[src/rtl/sp_ram_param.sv]
// -----------------------------------------------------------------------------
// sp_ram_param
//   Single-port synchronous RAM. It has byte write enables, a selectable write
//   mode (normal / write-through / read-before-write), an optional output
//   pipeline register, and an optional clear sequencer. The clear sequencer
//   fills the array with INIT_VALUE after reset.
//
// Parameters
//   DATA_WIDTH     word width, multiple of 8 (8..64)
//   ADDR_WIDTH     address width; DEPTH = 2**ADDR_WIDTH
//   READ_MODE      0 = bypass (1-cycle latency), 1 = pipelined (2-cycle, oce)
//   WRITE_MODE     0 = normal, 1 = write-through, 2 = read-before-write
//   CLEAR_ON_RESET 1 = fill array with INIT_VALUE after reset
//   INIT_VALUE     fill word used by the clear sequencer
//
// Ports
//   clk    in   rising-edge clock
//   reset  in   asynchronous active-high reset
//   ce     in   access enable
//   oce    in   output register enable (READ_MODE=1 only)
//   wre    in   1 = write, 0 = read (qualified by ce)
//   be     in   byte write enables, be[i] -> din[8i+7:8i]
//   ad     in   word address
//   din    in   write data
//   dout   out  read data
//   busy   out  clear sequencer active; user accesses are ignored
// -----------------------------------------------------------------------------
module sp_ram_param #(
  parameter int unsigned           DATA_WIDTH     = 8,
  parameter int unsigned           ADDR_WIDTH     = 8,
  parameter int unsigned           READ_MODE      = 0,
  parameter int unsigned           WRITE_MODE     = 0,
  parameter int unsigned           CLEAR_ON_RESET = 1,
  parameter logic [DATA_WIDTH-1:0] INIT_VALUE     = '0
) (
  input  logic                    clk,
  input  logic                    reset,
  input  logic                    ce,
  input  logic                    oce,
  input  logic                    wre,
  input  logic [DATA_WIDTH/8-1:0] be,
  input  logic [ADDR_WIDTH-1:0]   ad,
  input  logic [DATA_WIDTH-1:0]   din,
  output logic [DATA_WIDTH-1:0]   dout,
  output logic                    busy
);

  localparam int unsigned NBYTES = DATA_WIDTH / 8;
  localparam int unsigned DEPTH  = 2 ** ADDR_WIDTH;

  typedef enum logic {
    CLEAR,
    READY
  } state_t;

  localparam state_t RESET_STATE = (CLEAR_ON_RESET != 0) ? CLEAR : READY;

  // ---------------------------------------------------------------------------
  // Storage
  // ---------------------------------------------------------------------------
  logic [DATA_WIDTH-1:0] mem [DEPTH];

  // ---------------------------------------------------------------------------
  // Control state
  // ---------------------------------------------------------------------------
  state_t                state_q, state_d;
  logic [ADDR_WIDTH-1:0] clr_cnt_q, clr_cnt_d;

  // Shared write port. It is driven either by the clear sequencer or by the user.
  logic [ADDR_WIDTH-1:0] wr_addr;
  logic [DATA_WIDTH-1:0] wr_data;
  logic [NBYTES-1:0]     wr_be;

  // Array-output stage
  logic [DATA_WIDTH-1:0] ram_q, ram_d;

  // Read word and the word that results after merging the current write into it
  logic [DATA_WIDTH-1:0] rd_word;
  logic [DATA_WIDTH-1:0] merged_word;

  assign busy = (state_q == CLEAR);

  // ---------------------------------------------------------------------------
  // State register
  // ---------------------------------------------------------------------------
  always_ff @(posedge clk or posedge reset) begin
    if (reset) begin
      state_q   <= RESET_STATE;
      clr_cnt_q <= '0;
    end else begin
      state_q   <= state_d;
      clr_cnt_q <= clr_cnt_d;
    end
  end

  // ---------------------------------------------------------------------------
  // Next state and write-port steering
  // ---------------------------------------------------------------------------
  always_comb begin
    state_d   = state_q;
    clr_cnt_d = clr_cnt_q;
    wr_addr   = ad;
    wr_data   = din;
    wr_be     = '0;

    unique case (state_q)
      CLEAR: begin
        // The clear sequencer owns the port and writes whole words.
        // The counter wraps to 0 on the last word, so a later clear
        // starts from address 0 again.
        wr_addr   = clr_cnt_q;
        wr_data   = INIT_VALUE;
        wr_be     = '1;
        clr_cnt_d = clr_cnt_q + ADDR_WIDTH'(1);
        if (clr_cnt_q == '1) begin
          state_d = READY;
        end
      end
      READY: begin
        if (ce && wre) begin
          wr_be = be;
        end
      end
      default: begin
        state_d = RESET_STATE;
      end
    endcase
  end

  // ---------------------------------------------------------------------------
  // Array write (byte-lane enables; no reset so it maps to block RAM)
  // ---------------------------------------------------------------------------
  always_ff @(posedge clk) begin
    for (int unsigned i = 0; i < NBYTES; i++) begin
      if (wr_be[i]) begin
        mem[wr_addr][8*i +: 8] <= wr_data[8*i +: 8];
      end
    end
  end

  // ---------------------------------------------------------------------------
  // Array-output stage
  // ---------------------------------------------------------------------------
  assign rd_word = mem[ad];

  always_comb begin
    merged_word = rd_word;
    for (int unsigned i = 0; i < NBYTES; i++) begin
      if (be[i]) begin
        merged_word[8*i +: 8] = din[8*i +: 8];
      end
    end
  end

  always_comb begin
    ram_d = ram_q;
    if (state_q == CLEAR) begin
      ram_d = '0;
    end else if (ce) begin
      if (!wre) begin
        ram_d = rd_word;
      end else if (WRITE_MODE == 1) begin
        ram_d = merged_word;
      end else if (WRITE_MODE == 2) begin
        // The nonblocking array update makes rd_word the pre-write contents.
        ram_d = rd_word;
      end
    end
  end

  always_ff @(posedge clk or posedge reset) begin
    if (reset) begin
      ram_q <= '0;
    end else begin
      ram_q <= ram_d;
    end
  end

  // ---------------------------------------------------------------------------
  // Read output: either direct from the array stage, or via an oce-gated
  // register
  // ---------------------------------------------------------------------------
  if (READ_MODE == 1) begin : g_pipe
    logic [DATA_WIDTH-1:0] dout_q, dout_d;

    always_comb begin
      dout_d = dout_q;
      if (state_q == CLEAR) begin
        dout_d = '0;
      end else if (oce) begin
        dout_d = ram_q;
      end
    end

    always_ff @(posedge clk or posedge reset) begin
      if (reset) begin
        dout_q <= '0;
      end else begin
        dout_q <= dout_d;
      end
    end

    assign dout = dout_q;
  end else begin : g_bypass
    logic unused_oce;
    assign unused_oce = oce;
    assign dout       = ram_q;
  end

endmodule

[config.mk]
export PLATFORM = sky130hd
export DESIGN_NAME = sp_ram_param
export DESIGN_NICKNAME = d
export VERILOG_FILES = /design/src/rtl/sp_ram_param.sv
export SDC_FILE = /design/constraint.sdc
export NUM_CORES = 2
export LEC_CHECK = 0
export CORE_MARGIN = 1.5
export CORE_UTILIZATION = 40
export DETAILED_ROUTE_END_ITERATION = 10
export HOLD_SLACK_MARGIN = 0.05
export PLACE_DENSITY_LB_ADDON = 0.08
export SYNTH_ARGS = -nofsm -noshare
export SYNTH_HDL_FRONTEND = slang
export SYNTH_SLANG_ARGS = --single-unit
[constraint.sdc]
create_clock -name clk -period 12.2 [get_ports clk]
set_clock_uncertainty 0.05 [all_clocks]
set_input_delay 3.66 -clock clk [delete_from_list [all_inputs] [get_ports clk]]
set_output_delay 3.66 -clock clk [all_outputs]
set_load 0.03 [all_outputs]
==> flow_summary_export.csv <==
group,metric,value,unit
route,via_per_inst,5.89,
die,io_pins,31,
critical_path,reg2reg_to,"mem[28][2]",
placed_design,routabilityCongestion,0.836,
synth,syn_nets,4163,
die,start_util,40.3,%
synth,synthSimpleGateAreaFrac,3.29,%
synth,synth_ff_type,"edfxtp_1",
route,drc_errors,0,
global_routing,grt_use_total,23.8,%
flow_run,max_cap_viol_count,0,
synth,synth_xor_area_share,0.0750,%
die,rows,165,
die,dieArea,207000,sq um
critical_path,critical_path.startpoint,"ad[2]",
timing,slew_viol_final,0,
critical_path,cpLargestDelayFamily,"simple AND/OR/NAND/NOR gates",
synth,synth_area,81700,sq um
critical_path,worst-path-buf-inv,3,
synth,ys_warn_count,0,
cts,cts_made_buffers,218,
critical_path,crit_cells,7,
timing,hold_viol,0,
critical_path,worst-r2r-setup-slack,7.77,ns
route,dr.pass1.iters,5,
critical_path,r2r_start,"state_q",
timing,fin_crit_sh,61.7,%
finish,fin_area,91300,sq um
critical_path,critPathKind,"in2reg",
cts,hold_buffers,0,
route,wl_per_cell,34.8,um
synth,ys_seq_elements,2065,
synth,synthMuxAreaShare,14.2,%
timing,setup_viol,0,
synth,synth-async-reset-ratio,0.823,%
cts,clk_transition_reported_paths,0.06,ns
finish,area_delta_synth_final,11.7,%
critical_path,slowest_stage,"nand3_1",
die,die_w,455,um
synth,yosysSeqAreaShare,75.8,%
finish,num-nets-final,4266,
cts,htreeDepth,4,
timing,hold_slack,0.506,ns
timing,max_slew_margin,5.52,%
critical_path,cp_max_fo,72,
worst_hold_path,min_path_type,"reg2reg",
timing,period_needed,7.52,ns
critical_path,cp-start-kind,"input port",
pwr,p_leak,23.6,nW
global_routing,grt_pass1_wl,341,mm
placed_design,port_buffers,29,
route,final_antenna_net_count,0,
critical_path,cp_slowest_stage_delay,1.05,ns
finish,finish.utilization,45.1,%
critical_path,arrival,7.96,ns
synth,syn_avg_cell_area,19.7,sq um
critical_path,worstSetupEndpointType,"flop",
cts,clkLatencyLatePin,0.86,ns
synth,synth_compound_area_share,4.36,%
timing,rsz0062_at_grt,"no",
die,core_area,203000,sq um
pwr,irDropWorstVdd,0.000134,V
pwr,powerDensity,158,nW/um^2
critical_path,required,12.63,ns
pwr,total_power,14.4,mW
critical_path,worst-r2r-cell-count,5,
cts,cts_setup_buffers,0,
global_routing,antenna_found_initial,7,
cts,cts_tree,"yes",
route,dr_total_vias,41900,
global_routing,first_global_vias,41600,
placed_design,postPlaceCellArea,84600,sq um
die,die_y,455,um
global_routing,grt_max_degree,221,
route,drt_iter0_markers,4588,
synth,synth_edf_count,2048,
synth,syn_inst,4140,
cts,clockBufferDepth,3,
critical_path,cp-endpoint,"mem[245][7]",
cts,cts_resized,0,
global_routing,grt_overflow,0,
timing,max_slew.worst_pin.slew,1.41,ns
finish,layout-drive-gt1-share,18.0,%
timing,finalSetupTns,0,ns
placed_design,dp_hpwl,153,mm
cts,cts-root-buf,"clkbuf_16",
timing,fmax,133,MHz
run_status,status,"complete, no violations",
cts,cts.sinks,2065,
synth,synth-adder-area-share,0.0153,%
synth,synth_top_family_by_area,"multiplexers",
synth,synth.distinct_cells,87,
critical_path,cp_cell_sequence,"buf_6 -> buf_12 -> nand2_1 -> o22ai_1 -> nand3_1 -> buf_4 -> nor2_1",
route,wl,247,mm
[stage by stage]
step,instances,setup WS (ns)
global placement,6695,3.94
floorplan,4140,4.40
detailed placement,6695,3.94
CTS,7096,4.86
global route,7098,4.65
finish,7102,4.68
[registers in the layout, indices dropped and copies added, names as in the netlist]
name       cells
clr_cnt_q      8
mem         2048
dout           8
state_q        1
[report_power, final]
part           total, mW  switching (mW)  leakage, nW  internal [mW]
logic              0.459           0.323         5.99          0.135
registers           7.68               0         14.4           7.68
clock network       6.29            2.78         3.27           3.51
[per-layer routing]
| metal | up-vias | track usage, % | part of all wire (%) |
|---|---|---|---|
| met1 | 22800 | 33.1 | 43 |
| met5 | - | 0 | 0 |
| li1 | 17400 | - | - |
| met3 | 332 | 4.05 | 5.5 |
| met4 | 0 | 7.39 | 3.0 |
| met2 | 1350 | 38.4 | 48 |
[worst min-delay path by stage]
| stage | from | endpoint | slack (ns) | cells past startpoint |
|---|---|---|---|---|
| 3_5_place_dp | clr_cnt_q[5] | clr_cnt_q[5] | 0.48 | 1 |
| 6_report | clr_cnt_q[5] | clr_cnt_q[5] | 0.51 | 1 |
| 4_1_cts | clr_cnt_q[5] | clr_cnt_q[5] | 0.49 | 1 |
| 5_1_grt | clr_cnt_q[5] | clr_cnt_q[5] | 0.51 | 1 |
| 2_1_floorplan | clr_cnt_q[5] | clr_cnt_q[5] | 0.45 | 1 |
| 3_3_place_gp | clr_cnt_q[5] | clr_cnt_q[5] | 0.48 | 1 |
[synthesized netlist by cell type (all sizes together), types with 25 or more instances]
master	count	area share [%]
edfxtp	2048	75
mux4	355	10
mux2i	318	3.9
nor2	308	1.4
buf	165	1.8
nand2	110	0.51
a22oi	95	0.88
clkbuf	95	0.45
a21oi	86	0.53
o221ai	77	0.85
o22ai	62	0.48
nand3	48	0.29
nor3	38	0.23
o21ai	34	0.21
mux2	26	0.37
a211oi	25	0.24
[layout make-up]
cell class	count	area, sq um
Fill cell	17300	111000
Sequential cell	2065	61900
Multi-Input combinational cell	1802	18000
Clock buffer	281	5810
Tap cell	2672	3340
Timing Repair Buffer	143	1250
Clock inverter	120	868
Inverter	13	52.6
Antenna cell	6	15.0
[kinds of logic after synthesis]
family / count (synthesis)
and+or+nand+nor: 607
DFF: 2065
buffers and inverters: 273
muxes: 699
xor gates and xnor gates: 7
adders and majority gates: 1
AOI/OAI and AO/OA: 488
[cell usage in the layout (no fill, tap or decap), types with 74 or more instances in the layout]
| master | netlist | final |
|---|---|---|
| o221ai_1 | 74 | 74 |
| buf_4 | 34 | 108 |
| nand2_1 | 108 | 107 |
| mux2i_1 | 318 | 318 |
| a21oi_1 | 86 | 86 |
| nor2_1 | 308 | 304 |
| mux4_2 | 319 | 319 |
| a22oi_1 | 94 | 94 |
| clkbuf_16 | 0 | 222 |
| edfxtp_1 | 2048 | 2048 |
Note: power is estimated with default switching activity, not from simulation.
